$ cat src/rtl/sat_counter.sv
// Saturating up-counter with synchronous clear; clear wins over increment.
module sat_counter #(
  parameter int W = 16
) (
  input  logic         clock,
  input  logic         reset,
  input  logic         i_clear,
  input  logic         i_inc,
  output logic [W-1:0] o_count
);
  logic [W-1:0] r_count;

  always_ff @(posedge clock or negedge reset) begin
    if (!reset)                        r_count <= '0;
    else if (i_clear)                  r_count <= '0;
    else if (i_inc && (r_count != '1)) r_count <= r_count + 1'b1;
  end

  assign o_count = r_count;
endmodule

$ cat config.mk
export PLATFORM = sky130hd
export DESIGN_NAME = sat_counter
export DESIGN_NICKNAME = d
export VERILOG_FILES = /design/src/rtl/sat_counter.sv
export SDC_FILE = /design/constraint.sdc
export NUM_CORES = 1
export LEC_CHECK = 0
export ABC_AREA = 1
export CORE_UTILIZATION = 25
export CTS_CLUSTER_SIZE = 12
export DETAILED_ROUTE_END_ITERATION = 10
export PLACE_DENSITY = 0.46
export SYNTH_ARGS = -nofsm -noshare
export SYNTH_HDL_FRONTEND = slang
export SYNTH_SLANG_ARGS = --single-unit
$ cat constraint.sdc
create_clock -name clock -period 3.86 [get_ports clock]
set_input_delay 0.579 -clock clock [delete_from_list [all_inputs] [get_ports clock]]
set_output_delay 0.579 -clock clock [all_outputs]
set_load 0.02 [all_outputs]
==> key figures, run 1 <==
Run status
  – Status: completed

Clock network
  – Cts bufs inserted: 3
  – Clk Latency, worst-skew pair: 250 ps
  – Clock root buffer: clkbuf_8
  – Clock buffer depth: 2
  – Setup repair bufs after CTS: 0
  – CTS sink cnt: 16
  – CTS tree: done
  – H-Tree Level Count: 1
  – Clk pin slew, worst setup/hold paths: about 60 ps
  – Hold Buf Count CTS: 0
  – CTS resizes: 0

Drt
  – DRC viols: 0
  – Routed vias/inst: roughly 4.4
  – Top sig layer: met4
  – Pre-antenna DRT Iters: 4
  – Routed WL: between 2000 and 2500 um
  – Met3 routed WL: slightly above 80 um
  – Met1 wire length: between 1000 and 1500 um
  – WL/cell: 11.6 um
  – Post-DRT Antenna Nets: 0
  – Vias: 944
  – Met2 WL: ~1100 um
  – Detailed Route Iter0 Violations: 93

Final layout
  – Commonest non-fill, non-tap cell in the layout: nand2_1
  – Nets: 170
  – Most frequent cells in the layout: nand2_1, clkdlybuf4s50_1, dfrtp_1
  – Fillers: 430
  – Antenna cell count: 0
  – Area Growth Syn to Fin: 25.6%
  – Area of the multi-input gates: 557 um^2
  – Storage cell area: 400 um^2
  – Non-Filler Instances: between 200 and 250
  – Share of layout cells above drive strength 1: around 8%
  – Number of flip-flops in the largest register: 16

GRT
  – Global Route Usage Sum: 13.5%
  – Largest net degree at the start of global routing: 17
  – Initial antenna violation count: 0
  – Wire length of the first global-routing pass: 4480 um
  – Gr ovfl total: 0
  – Vias in the first global route: between 900 and 1000

Power and ir drop
  – P_leak: between 0.0005 and 0.0006 uW
  – Power Dens Cells: 252 nW/um^2
  – Total power: 328 uW
  – VDD IR max: roughly 0.00022 V

Timing
  – Setup TNS: 0 ps
  – Fmax: 495 MHz
  – Worst slew pin tran: between 800 and 900 ps
  – Hold Fails Final Rpt: 0
  – RSZ-0062 raised after global routing: no
  – Pins over their slew limit: 0
  – Final setup margin: between 1500 and 2000 ps
  – Period utilization: a little over half
  – Setup Viol. Count Final: 0
  – Fin crit period: a little over 2000 ps
  – Clock skew: roughly 1.5 ps
  – Max-slew headroom: between 40 and 50%

Synthesis
  – Register area share after synthesis: just under 40%
  – Yosys warns: 0
  – Mapped Cells: approximately 140
  – Cell Area, Synth: 1040 um^2
  – Syn Area/Cell: around 7.2 um^2
  – Yosys reg bits: 16
  – Synthesized net count: approximately 150
  – Post-synth cell types: 23

Critical path
  – Type of origin of the critical path: register
  – Worst Path Buf+Inv: 0
  – Kind of cell adding the most delay to the critical path: simple AND/OR/NAND/NOR gates
  – Critical-path top delay cell: nor2_1
  – Most frequent cell on the critical path: nor2_1
  – Critical path type: register to register
  – Data required, critical path: 4050 ps
  – Worst path max stage delay: 660 ps
  – CP Cell Sequence: ha_1 > nand2_2 > nor2_4 > nand2_4 > nor2_1 > nor2_1 > nand4_1 > nand2_1
  – WP data arrival: 2200 ps
  – CP Capture Type: register
  – Top fanout value on the critical path: 13

Floorplanning
  – Initial Utilization: between 20% and 30%
  – Die width: about 66 um
  – Die area: 4410 um^2
  – I/O pins: 20
  – Site Rows: 23
  – Core area: ~4000 um^2
  – Die height: ~66 um

Place
  – Place WS: 1660 ps
  – Port Buffers: 19
  – Placed insts: 210
  – DP HPWL: around 1800 um
  – Placer Congestion: 0.761

Flow run
  – Max cap viols: 0

Hold path
  – HP Class: register to register
## worst paths after layout
| kind | startpoint | to | slack (ps) | cells past startpoint |
|---|---|---|---|---|
| setup / recovery | o_count[0] | o_count[2] | 1840 | 8 |
| hold / removal | o_count[14] | o_count[14] | 550 | 2 |
| setup reg to reg | o_count[0] | o_count[2] | 1840 | 8 |
| hold reg to reg | o_count[14] | o_count[14] | 550 | 2 |
| max in group asynchronous | reset | o_count[12] | 2610 | 1 |
| min in group asynchronous | reset | o_count[3] | 780 | 1 |
## routing by layer
layer / GRT usage, % / vias up
met4: 2.93 / 0
met3: 4.14 / 2
met1: 17.9 / 425
met2: 21.3 / 13
met5: 0 / -
li1: - / 504
## worst reg2reg max path: stages, from the launching register on
cell and delay [ps]:
dfrtp_1 410, ha_1 230, nand2_2 110, nor2_4 70
nand2_4 100, nor2_1 50, nor2_1 660, nand4_1 190
nand2_1 120
## cells in the mapped netlist, drive strengths merged
cell type | n | area (um^2)
nand2 | 59 | 241
dfrtp | 16 | 400
nor2 | 16 | 75.1
inv | 13 | 51.3
nand3 | 12 | 60.1
nand4 | 9 | 56.3
o21ai | 5 | 36.3
buf | 3 | 28.8
xor2 | 3 | 26.3
o21bai | 2 | 15.0
xnor2 | 2 | 17.5
a21oi | 1 | 5.00
ha | 1 | 12.5
nor3 | 1 | 5.00
or2 | 1 | 6.26
## per-stage QoR
step	util, %	instance area [um^2]	hold WS, ps
floorplan	-	1040	283
global placement	31.5	1260	533
detailed placement	31.5	1260	537
CTS	32.6	1300	552
global route	32.6	1300	598
finish	32.6	1300	550
## where the power goes
part	internal, uW	switching [uW]	total, uW
Sequential	169	2.13	172
Clock	69.2	58.5	128
Combinational	9.44	18.8	28.2
Total	248	79.5	328
## cells by family (layout without fill, tap and decap cells)
kind of cell               Yosys count  after routing  share of synthesized area [%]
DFF                                 16             16                           38.6
adders and majority gates            1              1                           1.21
and+or+nand+nor                     98             98                           42.8
xor gates and xnor gates             5              5                           4.22
buffers and inverters               16             35                           7.72
AOI/OAI and AO/OA                    8              8                           5.43
## final cells by class
type	count	area share, %
inverter	13	3.94
clock buffer	3	3.17
multi-input combinational	112	42.7
timing repair buffer	19	14.6
sequential	16	30.7
tap	50	4.80
Note: power is estimated with default switching activity, not from simulation.
==> run 2, diff against run 1 <==
- PLACE_DENSITY: 0.46 -> 0.48
- clock period: 3.86 -> 1.7 ns (I/O delays scaled with it)
==> run 2 against run 1 <==
Cell count up 8.5%. First-iteration DRC count down 62%. Non-clock buffer count up 17. Combinational power rose to 2.8 times the previous value. Sequential power up 130%. Highest routed layer unchanged.
==> key figures, run 2 (same netlist as run 1, synthesis figures left out) <==
Final layout
  – Share of layout cells above drive strength 1: 18.2%
  – Final Util: 36.4%
  – Most frequent cells in the layout: nand2_1, clkdlybuf4s50_1, buf_4
  – Nets: about 190
  – Antenna cell count: 0
  – Commonest non-fill, non-tap cell in the layout: nand2_1
  – Number of flip-flops in the largest register: 16
  – Design area: about 1500 um^2
  – Area Growth Syn to Fin: 40.3%
  – Fillers: 422

Floorplanning
  – Site Rows: 23
  – Die height: about 66 um
  – Die area: approximately 4400 um^2
  – Core area: 4000 um^2
  – Die width: approximately 66 um
  – I/O pins: 20
  – Initial Utilization: about a quarter

Critical path
  – FF-to-FF Start: o_count[1]
  – Critical-path top delay cell: clkdlybuf4s50_1
  – Reg-to-reg slack, setup: approximately 170 ps
  – CP Capture Type: output pin
  – WP data arrival: between 1000 and 1500 ps
  – Type of origin of the critical path: register
  – Top fanout value on the critical path: 5
  – Worst r2r dst: o_count[9]
  – Critical Path Source: o_count[11]
  – Data required, critical path: 1440 ps
  – Worst path max stage delay: 600 ps
  – Critical path type: register to output pin
  – Register-to-Register Path Depth: 10
  – CP Cell Sequence: buf_4 > clkdlybuf4s50_1

Drt
  – Detailed Route Iter0 Violations: 35
  – Vias: 1024
  – Pre-antenna DRT Iters: 4
  – Post-DRT Antenna Nets: 0
  – DRC viols: 0
  – WL/cell: between 10 and 15 um
  – Routed WL: 2680 um
  – Routed vias/inst: between 4 and 5

Clock network
  – Clk Latency, worst-skew pair: 250 ps
  – CTS resizes: 1
  – Clk pin slew, worst setup/hold paths: 70 ps
  – Hold Buf Count CTS: 0
  – Setup repair bufs after CTS: 0
  – CTS tree: done
  – Clock buffer depth: 2
  – H-Tree Level Count: 1
  – Clock root buffer: clkbuf_8
  – Cts bufs inserted: 3
  – CTS sink cnt: 16

Timing
  – Max-slew headroom: 72.2%
  – Pins over their slew limit: 0
  – Fin crit period: approximately 1600 ps
  – Period utilization: between 90% and 100%
  – Setup Viol. Count Final: 0
  – Clock skew: roughly 1.9 ps
  – Fmax: ~620 MHz
  – RSZ-0062 raised after global routing: no
  – Worst slew pin tran: roughly 410 ps
  – Hold Fails Final Rpt: 0
  – Min Hold Slack: 327 ps

Place
  – Placed Area: ~1400 um^2
  – Placer Congestion: roughly 0.84
  – DP HPWL: roughly 2000 um
  – Port Buffers: 19

GRT
  – Initial antenna violation count: 0
  – Wire length of the first global-routing pass: ~4700 um
  – Met1 usage: between 10% and 20%
  – Most used routing layer: met2
  – Global Route Usage Sum: about 14%
  – GRT met2 Usage: a little under a quarter
  – Met3 Usage GRT: ~2.2%
  – Vias in the first global route: 1045
  – Gr ovfl total: 0
  – Largest net degree at the start of global routing: 17

Power and ir drop
  – VDD IR max: around 0.00021 V
  – Power Dens Cells: around 560 nW/um^2
  – P_leak: about 0.00069 uW
  – Total power: between 800 and 900 uW

Flow run
  – Max cap viols: 0

Hold path
  – HP Class: input port to async pin

Run status
  – Status: completed
-- run 2: per-layer routing --
layer  up-vias  part of all wire (%)
li1        537                     -
met1       468                    49
met2        15                    47
met3         4                   2.4
met4         0                   1.2
met5         -                     0
-- run 2: power breakdown --
part           leakage [uW]  internal, uW  switching, uW
Clock             0.0000288           206            148
Combinational      0.000436          31.5           47.3
Sequential         0.000221           384           3.02
-- run 2: worst max path at each step --
stage | endpoint | depth (start not counted) | slack (ps)
final | o_count[11] | 2 | 80
after global routing | o_count[2] | 1 | 20
after CTS | o_count[7] | 1 | 60
after detailed placement | o_count[15] | 8 | -110
after global placement | o_count[9] | 8 | -90
after floorplan | o_count[7] | 10 | 90
-- run 2: critical path, delay by kind of cell (launching register included) --
family / cells / cell delay (ps)
DFF: 1 / 370
buffers and inverters: 2 / 740
-- run 2: layout make-up --
class,count,area [um^2],share of cell area (%)
Tap cell,50,62.6,4.30
Sequential cell,16,402,27.6
Clock buffer,4,55.1,3.78
Multi-Input combinational cell,112,564,38.8
Timing Repair Buffer,36,318,21.8
Inverter,13,53.8,3.70
-- run 2: stage by stage --
step                setup TNS [ps]  setup slack [ps]  cells
detailed placement           -1160              -113    227
CTS                              0              58.9    231
finish                           0              81.6    231
floorplan                        0              85.1    144
global placement              -833             -92.3    227
global route                     0              15.6    231
